### src/rtl/pipe_hazard_ctrl.sv
// ---------------------------------------------------------------------------
// pipe_hazard_ctrl
//
// Central stall/flush controller for a 5-stage pipeline. It drives the enable
// and flush inputs of the PC register and of the IF/ID, ID/EX, EX/MEM and
// MEM/WB pipe registers.
//
// Three events are handled, highest priority first:
//   memory freeze : a multi-cycle data-memory access freezes the whole
//                   pipeline for MEM_WAIT consecutive cycles
//   branch        : a taken branch resolved in EX squashes IF/ID and ID/EX
//   load-use      : a load in EX feeding the instruction in ID stalls PC and
//                   IF/ID for one cycle and inserts a bubble into ID/EX
//
// Parameters:
//   REG_ADDR_W : register address width
//   MEM_WAIT   : freeze cycles per memory access (0 disables freezing)
//   CNT_W      : wait counter width, MEM_WAIT must be below 2**CNT_W
//
// Ports:
//   clk, reset                  rising-edge clock, async active-high reset
//   id_rs, id_rt                source registers of the instruction in ID
//   ex_mem_read, ex_rd          load flag and destination of the EX instruction
//   branch_taken                branch resolved taken in EX this cycle
//   mem_access                  instruction in MEM is a load or store
//   *_enable                    PC and pipe register enables
//   *_flush                     pipe register flushes
//   busy                        high while the memory freeze is active
//   stall_cycles, flush_events  performance counters (HAZARD_PERF_EN only)
//
// Optional feature macro: HAZARD_PERF_EN adds two saturating 16-bit counters.
// ---------------------------------------------------------------------------
module pipe_hazard_ctrl #(
    parameter int REG_ADDR_W = 5,
    parameter int MEM_WAIT   = 2,
    parameter int CNT_W      = 4
) (
    input  logic                  clk,
    input  logic                  reset,
    input  logic [REG_ADDR_W-1:0] id_rs,
    input  logic [REG_ADDR_W-1:0] id_rt,
    input  logic                  ex_mem_read,
    input  logic [REG_ADDR_W-1:0] ex_rd,
    input  logic                  branch_taken,
    input  logic                  mem_access,
    output logic                  pc_enable,
    output logic                  ifid_enable,
    output logic                  idex_enable,
    output logic                  exmem_enable,
    output logic                  memwb_enable,
    output logic                  ifid_flush,
    output logic                  idex_flush,
    output logic                  exmem_flush,
    output logic                  memwb_flush,
`ifdef HAZARD_PERF_EN
    output logic [15:0]           stall_cycles,
    output logic [15:0]           flush_events,
`endif
    output logic                  busy
);

    typedef enum logic {
        RUN   = 1'b0,
        MWAIT = 1'b1
    } stateT;

    localparam bit             WAIT_ON    = (MEM_WAIT > 0);
    localparam bit             WAIT_MULTI = (MEM_WAIT > 1);
    // The first freeze cycle is spent in RUN and the last one ends with the
    // counter at zero, hence the load value of MEM_WAIT-2.
    localparam logic [CNT_W-1:0] CNT_LOAD = WAIT_MULTI ? CNT_W'(MEM_WAIT - 2) : '0;

    stateT            r_state;
    logic [CNT_W-1:0] r_cnt;
    logic             r_memDone;

    logic w_freeze;
    logic w_loadUse;
    logic w_branchFlush;

    // mem_done blocks a re-trigger by the same memory instruction, which is
    // still sitting in MEM on the cycle right after its freeze completes.
    assign w_freeze = (r_state == MWAIT) ||
                      (WAIT_ON && mem_access && !r_memDone);

    assign w_loadUse = ex_mem_read && (ex_rd != '0) &&
                       ((ex_rd == id_rs) || (ex_rd == id_rt));

    assign w_branchFlush = !reset && !w_freeze && branch_taken;

    // Output decode: freeze > branch > load-use > normal; everything is held
    // low while reset is asserted.
    always_comb begin
        pc_enable    = 1'b0;
        ifid_enable  = 1'b0;
        idex_enable  = 1'b0;
        exmem_enable = 1'b0;
        memwb_enable = 1'b0;
        ifid_flush   = 1'b0;
        idex_flush   = 1'b0;
        exmem_flush  = 1'b0;
        memwb_flush  = 1'b0;
        busy         = 1'b0;
        if (!reset) begin
            if (w_freeze) begin
                busy = 1'b1;
            end else if (branch_taken) begin
                pc_enable    = 1'b1;
                ifid_enable  = 1'b1;
                idex_enable  = 1'b1;
                exmem_enable = 1'b1;
                memwb_enable = 1'b1;
                ifid_flush   = 1'b1;
                idex_flush   = 1'b1;
            end else if (w_loadUse) begin
                idex_enable  = 1'b1;
                exmem_enable = 1'b1;
                memwb_enable = 1'b1;
                idex_flush   = 1'b1;
            end else begin
                pc_enable    = 1'b1;
                ifid_enable  = 1'b1;
                idex_enable  = 1'b1;
                exmem_enable = 1'b1;
                memwb_enable = 1'b1;
            end
        end
    end

    // Freeze sequencer. With MEM_WAIT==1 the single freeze cycle is handled
    // entirely in RUN by setting mem_done; longer waits count down in MWAIT.
    always_ff @(posedge clk or posedge reset) begin
        if (reset) begin
            r_state   <= RUN;
            r_cnt     <= '0;
            r_memDone <= 1'b0;
        end else begin
            case (r_state)
                RUN: begin
                    if (w_freeze) begin
                        if (WAIT_MULTI) begin
                            r_state <= MWAIT;
                            r_cnt   <= CNT_LOAD;
                        end else begin
                            r_memDone <= 1'b1;
                        end
                    end else begin
                        r_memDone <= 1'b0;
                    end
                end
                MWAIT: begin
                    if (r_cnt == '0) begin
                        r_state   <= RUN;
                        r_memDone <= 1'b1;
                    end else begin
                        r_cnt <= r_cnt - CNT_W'(1);
                    end
                end
                default: begin
                    r_state <= RUN;
                end
            endcase
        end
    end

`ifdef HAZARD_PERF_EN
    logic [15:0] r_stallCycles;
    logic [15:0] r_flushEvents;

    // Saturating event counters; a stall is any cycle where the PC holds.
    always_ff @(posedge clk or posedge reset) begin
        if (reset) begin
            r_stallCycles <= '0;
            r_flushEvents <= '0;
        end else begin
            if (!pc_enable && (r_stallCycles != 16'hFFFF)) begin
                r_stallCycles <= r_stallCycles + 16'd1;
            end
            if (w_branchFlush && (r_flushEvents != 16'hFFFF)) begin
                r_flushEvents <= r_flushEvents + 16'd1;
            end
        end
    end

    assign stall_cycles = r_stallCycles;
    assign flush_events = r_flushEvents;
`endif

endmodule

### config.mk
export PLATFORM = sky130hd
export DESIGN_NAME = pipe_hazard_ctrl
export DESIGN_NICKNAME = d
export VERILOG_FILES = /design/src/rtl/pipe_hazard_ctrl.sv
export SDC_FILE = /design/constraint.sdc
export NUM_CORES = 1
export LEC_CHECK = 0
export ABC_AREA = 1
export CORE_UTILIZATION = 40
export DETAILED_ROUTE_END_ITERATION = 6
export HOLD_SLACK_MARGIN = 0.1
export PLACE_DENSITY = 0.81
export SKIP_CTS_REPAIR_TIMING = 1
export SLEW_MARGIN = 20
export SYNTH_ARGS = -nofsm -noshare
export SYNTH_HDL_FRONTEND = slang
export SYNTH_SLANG_ARGS = --single-unit
### constraint.sdc
create_clock -name clk -period 2.48 [get_ports clk]
set_clock_uncertainty 0.15 [all_clocks]
set_input_delay 0.248 -clock clk [delete_from_list [all_inputs] [get_ports clk]]
set_output_delay 0.248 -clock clk [all_outputs]
set_load 0.01 [all_outputs]
[Yosys cells after proc, flatten, opt, wreduce, memory -nomap -nowiden]
Cells that the tools add are included.
Widths: inputs -> output; s select.
Operators by class
  add/subtract/negate cells: 1
  multiply operators: 0
  div/mod/pow operators: 0
  order comparisons: 0
  eq/ne operators: 6
  shift operators: 0
  multiplexer cells: 23
  bitwise gates (word level): 1
  reduce and logical (&&, ||, !) cells: 10
Operators with widths (count)
  $mux 1: 18
  $eq 5x5->1: 2
  $mux 4: 2
  $pmux 4 s2: 1
  $ne 2x2->1 const B: 3
  $reduce_bool 5->1: 1
  $logic_not 4->1: 1
  $pmux 1 s2: 2
  $reduce_and 2->1: 2
  $sub 4x1->4 const B: 1
  $logic_and 1x1->1: 3
  $logic_or 1x1->1: 2
  $ne 2x1->1 const B: 1
  $logic_not 1->1: 1
  $not 1->1: 1
Storage, ports and cells
  register bits after elaboration: 6
  latch bits: 0
  memory bits (writable): 0
  memory bits (read-only): 0
  bits of input ports: 20
  output and inout port bits: 10
  word-level logic and storage cells: 44
  memories: 0

[Depth between registers and ports, before layout]
Gate-level depths: netlist (run 1).
  depth after elaboration: 7
  gate-level depth with buffers: 10
  mapped depth without buffers: 9

[Worst setup path before layout (run 1)]
Ideal clock, no wire load.
  kind: register to output
  start point: reg r_state
  end point: out pc_enable
  data arrival time: 1.060 ns
  required time: 2.082 ns
  path slack: 1.022 ns
  cell stages (with the launch flop): 7
  path buffers: 1
  cells stage by stage: dfrtp_1 -> inv_2 -> nand2_4 -> nor2_4 -> nand2_1 -> nand2_1 -> buf_4
Between the ends
  word-level cells in the longest chain between the ends: 3
RTL lines
  start, declared: line 73  | stateT r_state;
  start signal, assigned: line 134  | r_state <= RUN;
  start signal, assigned: line 142  | r_state <= MWAIT;
  start signal, assigned: line 153  | r_state <= RUN;
  $logic_or 1x1->1: line 83  | assign w_freeze = (r_state == MWAIT) ||
  $mux 1 (2 in a row)
  end, declared: line 46  | output logic pc_enable,
No other way between the ends.

[Final worst setup path (run 1)]
  start point: in ex_rd[4]
  end point: out idex_flush
Between the ends
  word-level cells in the longest chain between the ends: 7
  elaborated cells on any way between the ends: 10
  those cells by class: eq/ne: 2; mux: 4; reduce/logical: 4
RTL lines
  start, declared: line 43  | input logic [REG_ADDR_W-1:0] ex_rd,
  $eq 5x5->1 / $reduce_bool 5->1 (equally long branches): line 87, 86
  $logic_or 1x1->1 / $logic_and 1x1->1 (equally long branches): line 87, 86
  $logic_and 1x1->1 (*): line 86  | assign w_loadUse = ex_mem_read && (ex_rd != '0) &&
  $mux 1 (*): line 115  | end else if (w_loadUse) begin
  $mux 1 (*): line 107  | end else if (branch_taken) begin
  $mux 1 (*): line 105  | if (w_freeze) begin
  $mux 1 (*): line 104  | if (!reset) begin
  end, declared: line 52  | output logic idex_flush,
Every way passes the cells marked *; elsewhere a longest branch is shown, timed or not.

==> results of run 1 <==
==> routing by layer <==
| metal | GRT usage [%] | part of all wire (%) | vias up |
|---|---|---|---|
| met5 | 0 | 0 | - |
| met4 | 0 | 0 | 0 |
| met3 | 5.00 | 6.7 | 0 |
| met2 | 28.6 | 48 | 22 |
| met1 | 19.5 | 45 | 233 |
| li1 | - | - | 333 |
==> synthesized netlist by cell type, drive strengths merged <==
| cell type | number |
|---|---|
| o22ai | 1 |
| ha | 2 |
| xor2 | 2 |
| xnor2 | 2 |
| nor2 | 7 |
| buf | 5 |
| nand2 | 34 |
| inv | 23 |
| conb | 1 |
| dfrtp | 6 |
| nand4 | 2 |
| o31ai | 1 |
| o21ai | 4 |
| nand3 | 5 |
| a21oi | 1 |
==> worst max-delay path: cells and delay by family <==
family | cells | cell delay [ps]
and+or+nand+nor | 7 | 500
buffers and inverters | 3 | 1120
==> sequential cells by signal, indices dropped and copies added (netlist names) <==
| signal | cells |
|---|---|
| r_cnt | 4 |
| r_memDone | 1 |
| r_state | 1 |
==> final timing paths <==
check / startpoint / end / slack [ps] / cells after the start
setup reg to reg: r_cnt[0] / r_cnt[2] / 1110 / 7
hold reg to reg: r_cnt[0] / r_cnt[0] / 350 / 1
setup / recovery: ex_rd[4] / idex_flush / 230 / 10
max in group asynchronous: reset / r_cnt[0] / 1800 / 2
hold / removal: reset / r_state / 180 / 2
min in group clk: r_cnt[0] / r_cnt[0] / 350 / 1
==> where the power goes <==
group	switching, mW	internal (mW)	total, mW
clock	0.0342	0.0547	0.0889
combinational	0.185	0.163	0.348
sequential	0.0281	0.147	0.175
==> cells by family (layout without fill, tap and decap cells) <==
group,after synthesis,in the layout,share of synthesized area (%)
AND/OR/NAND/NOR,48,48,35.7
buffers and inverters,28,53,21.2
AO/OA/AOI/OAI,7,7,6.62
flip-flops,6,6,25.6
XOR/XNOR,4,4,5.98
adder cells (fa/ha/maj),2,2,4.27
other,1,2,0.640
==> final cells by class <==
| type | count | area, um2 | share of cell area, % |
|---|---|---|---|
| tap | 15 | 18.8 | 2.17 |
| clock buffer | 3 | 22.5 | 2.61 |
| timing repair buffer | 27 | 270 | 31.3 |
| sequential | 6 | 150 | 17.4 |
| multi-input combinational | 63 | 315 | 36.5 |
| inverter | 23 | 86.3 | 10.0 |
==> per-stage QoR <==
stage | area [um2] | hold slack [ps]
after detailed placement | 841 | 338
after floorplan | 589 | -111
after global routing | 863 | 213
final | 863 | 184
after CTS | 863 | 187
after global placement | 841 | 330
==> impl_metrics.py, run 1 <==
metrics = {
    "cells_and_area": {
        "final_util_pct": 64.7,
        "final_cells": 137,
        "final_common_cell": "nand2_1",
        "diodes": 0,
        "drive_gt1_share_pct": 8.20,
        "layout_common_cells": "nand2_1, clkdlybuf4s50_1, inv_1",
        "fill_cells": 123,
        "area_delta_synth_final_pct": 47.4,
        "nets": 146,
    },
    "setup_path": {
        "crit_fanout": 4,
        "cpPeakStageDelay_ps": 550,
        "path_class": "input pin to output pin",
        "crit_slowest_cell": "clkdlybuf4s50_1",
        "path_cells": "clkdlybuf4s50_1 > inv_2 > nand2_1 > nand2_1 > nor2_1 > nand3_1 > nand2_1 > nand3_1 > nand2_1 > clkdlybuf4s50_1",
        "worstSetupStartpointType": "input pin",
        "crit_top_cell": "nand2_1",
        "arrival_ps": 1860,
        "required_ps": 2080,
        "crit_path_end_kind": "output pin",
    },
    "die": {
        "core_area_um2": 1330,
        "num_io_pins": 30,
        "die_x_um": 40.3,
        "die_area_um2": 1620,
        "initial_core_util_pct": 43.9,
        "die_h_um": 40.3,
        "num_rows": 13,
    },
    "cts": {
        "cts_max_level": 1,
        "clock-sinks": 6,
        "numCtsBuffers": 3,
        "cts-root-buf": "clkbuf_4",
        "cts_max_path_buffers": 2,
        "cts_tree": "yes",
        "clkTransAtPathRegs_ps": 50,
        "clk_latency_ps": 240,
    },
    "power": {
        "ir_worst_vdd_mv": 0.447,
        "leakage_nw": 0.482,
        "p_total_uw": 612,
        "pwr_density_cell_nw_per_um2": 709,
    },
    "global_route": {
        "antenna_found_initial": 0,
        "grt_usage_pct": 15.9,
        "gr-total-overflow": 0,
        "grt_pass1_vias": 440,
        "grt_max_degree": 7,
        "grt_first_pass_wirelength_um": 1740,
    },
    "synthesis": {
        "synth_top_area_share_pct": 25.6,
        "synth_cells": 96,
        "yosysSeqAreaShare_pct": 25.6,
        "synth_area_leaders": "dfrtp_1, nand2_1, inv_1",
        "syn-cell-area_um2": 586,
        "synth_seq_cells": 6,
        "syn_area_per_cell_um2": 6.10,
        "yosys_warnings": 0,
        "synth_largest_area_cell": "dfrtp_1",
        "ys_types": 20,
    },
    "placement": {
        "dpl.hpwl_um": 1000,
        "port_buffers": 27,
        "finalWeightedCongestion": 0.794,
        "place_ws_ps": 199,
        "dp_cells": 134,
    },
    "timing": {
        "fin_crit_sh_pct": 90.9,
        "max_freq_mhz": 444,
        "rsz0062_at_grt": "no",
        "hold_viol_final": 0,
        "fin_setup_tns_ps": 0,
        "setup_ws_ps": 226,
        "setup_viol": 0,
        "period_minus_slack_ps": 2250,
        "drv_slew": 0,
    },
    "routing": {
        "drt_iter0_drc": 5,
        "vias": 588,
        "first_pass_iters": 2,
        "routed_wirelength_um": 1160,
        "postRouteAntennaNets": 0,
        "wl_per_cell_um": 8.47,
        "drc": 0,
        "viasPerCell": 4.29,
    },
    "job": {
        "cap_violations": 0,
    },
    "hold_path": {
        "hp-class": "input pin to async pin",
    },
    "outcome": {
        "status": "finished clean",
    },
}
Power figures use the tool's default switching activity.
==> run 2, diff against run 1 <==
--- a/config.mk
+++ b/config.mk
@@ -6,7 +6,9 @@
 export NUM_CORES = 1
 export LEC_CHECK = 0
 export ABC_AREA = 1
+export CAP_MARGIN = 20
 export CORE_UTILIZATION = 40
+export CTS_CLUSTER_DIAMETER = 60
 export DETAILED_ROUTE_END_ITERATION = 6
 export HOLD_SLACK_MARGIN = 0.1
 export PLACE_DENSITY = 0.81
==> results of run 2 <==
Same layout as run 1: the final DEF is identical, and so are final timing and power.
==> run 3, diff against run 2 <==
--- a/config.mk
+++ b/config.mk
@@ -7,11 +7,12 @@
 export LEC_CHECK = 0
 export ABC_AREA = 1
 export CAP_MARGIN = 20
+export CORE_MARGIN = 5
 export CORE_UTILIZATION = 40
-export CTS_CLUSTER_DIAMETER = 60
 export DETAILED_ROUTE_END_ITERATION = 6
 export HOLD_SLACK_MARGIN = 0.1
 export PLACE_DENSITY = 0.81
+export SETUP_SLACK_MARGIN = 0.2
 export SKIP_CTS_REPAIR_TIMING = 1
 export SLEW_MARGIN = 20
 export SYNTH_ARGS = -nofsm -noshare
==> run 3 against run 2 <==
Setup slack better by 200 ps. Clock power grew 4.2%. Fmax up 9.5%. Sequential share of layout area is 0.20 points lower. Sequential power hardly changed. Global-route usage decreased by 3.1 points. Highest routed layer is now met4. Utilization hardly changed. Wire length rose by 12%.
==> impl_metrics.py, run 3 (synthesis results as in run 1) <==
metrics = {
    "job": {
        "cap_violations": 0,
    },
    "timing": {
        "rsz0062_at_grt": "no",
        "worst_hold_slack_ps": 171,
        "drv_slew": 0,
        "max_freq_mhz": 486,
        "fin_setup_tns_ps": 0,
        "fin_crit_sh_pct": 83.0,
        "hold_viol_final": 0,
        "period_minus_slack_ps": 2060,
        "setup_viol": 0,
    },
    "cts": {
        "clock-sinks": 6,
        "numCtsBuffers": 3,
        "cts_tree": "yes",
        "clk_latency_ps": 250,
        "cts_max_level": 1,
        "cts-root-buf": "clkbuf_4",
        "cts_max_path_buffers": 2,
        "clkTransAtPathRegs_ps": 50,
    },
    "cells_and_area": {
        "reg_top3": "r_cnt (4), r_memDone (1), r_state (1)",
        "largest_reg_flops": 4,
        "final_util_pct": 64.7,
        "drive_gt1_share_pct": 8.20,
        "layout_common_cells": "nand2_1, clkdlybuf4s50_1, inv_1",
        "top_register": "r_cnt",
        "final_common_cell": "nand2_1",
        "area_delta_synth_final_pct": 49.1,
        "nets": 146,
        "diodes": 0,
    },
    "die": {
        "die_area_um2": 2330,
        "core_area_um2": 1350,
        "die_h_um": 48.3,
        "initial_core_util_pct": 43.4,
        "num_io_pins": 30,
        "num_rows": 13,
        "die_x_um": 48.3,
    },
    "routing": {
        "first_pass_iters": 4,
        "drc": 0,
        "postRouteAntennaNets": 0,
        "wl_per_cell_um": 9.52,
        "routed_wirelength_um": 1300,
        "viasPerCell": 4.46,
        "vias": 611,
        "drt_iter0_drc": 8,
    },
    "setup_path": {
        "arrival_ps": 1660,
        "r2r_start": "r_cnt[0]",
        "required_ps": 2080,
        "rrSetupSlack_ps": 1110,
        "crit_fanout": 6,
        "crit_path_end_kind": "output pin",
        "rr_worst_depth": 7,
        "path_class": "input pin to output pin",
        "worstSetupStartpointType": "input pin",
        "worstReg2RegEnd": "r_cnt[2]",
    },
    "power": {
        "ir_worst_vdd_mv": 0.436,
        "switching_power_uw": 251,
        "power_frac_seq_pct": 28.5,
        "power_frac_comb_pct": 56.4,
        "p_total_uw": 613,
        "internal_power_uw": 361,
        "clockPowerShare_pct": 15.1,
        "pwr_density_cell_nw_per_um2": 702,
        "leakage_nw": 0.540,
        "netSwitchingFraction_pct": 41.0,
    },
    "outcome": {
        "status": "finished clean",
    },
    "hold_path": {
        "hp-class": "input pin to async pin",
    },
    "placement": {
        "dpl.hpwl_um": 1130,
        "finalWeightedCongestion": 0.731,
        "port_buffers": 27,
    },
    "global_route": {
        "grt_pass1_vias": 510,
        "grt_max_degree": 7,
        "grt_usage_pct": 12.8,
        "antenna_found_initial": 0,
        "grt_first_pass_wirelength_um": 2050,
        "gr-total-overflow": 0,
    },
}
## run 3: cell types whose count changed in the layout (fill, tap and decap cells not counted), sizes merged
cell	previous run	this run
clkdlybuf4s50	27	23
dlymetal6s2s	0	4
## run 3: layer usage
layer | global-route usage (%) | wire, um | vias up
met5 | 0 | 0 | -
met4 | 3.23 | 9 | 0
met3 | 5.17 | 140 | 3
met2 | 21.9 | 624 | 21
li1 | - | - | 337
met1 | 14.8 | 530 | 250
## run 3: worst max-delay path, stage by stage
cell	delay, ps
clkdlybuf4s50_1	400
nand2_1	120
nand2_4	70
nor2_4	140
nand2_1	100
inv_1	60
clkdlybuf4s50_1	520
## run 3: power groups by stage
| stage | Clock (mW) | Combinational [mW] | Sequential, mW |
|---|---|---|---|
| global placement | 0 | 0.343 | 0.173 |
| detailed placement | 0 | 0.352 | 0.176 |
| floorplan | 0 | 0.247 | 0.170 |
| finish | 0.0926 | 0.346 | 0.174 |
| CTS | 0.0937 | 0.354 | 0.174 |
| global route | 0.0982 | 0.400 | 0.182 |
## run 3: how the worst max path moves through the flow
stage / endpoint / startpoint / depth (start not counted)
finish: ifid_flush / mem_access / 7
global route: ifid_flush / r_state / 6
CTS: idex_flush / ex_rd[4] / 10
detailed placement: idex_flush / ex_rd[4] / 10
global placement: idex_flush / ex_rd[3] / 10
floorplan: pc_enable / r_state / 6
## run 3: final cells by class
type | instances | area, um2
repair buffers | 27 | 280
clock buffers | 3 | 22.5
multi-input cells | 63 | 315
inverters | 23 | 86.3
fillers | 118 | 477
flip-flops and latches | 6 | 150
well taps | 15 | 18.8
## run 3: stage by stage
stage,setup slack (ps),std cells,area [um2]
after floorplan,1020,97,589
after global placement,220,134,841
after detailed placement,196,134,841
after CTS,194,137,863
after global routing,286,137,873
final,421,137,873
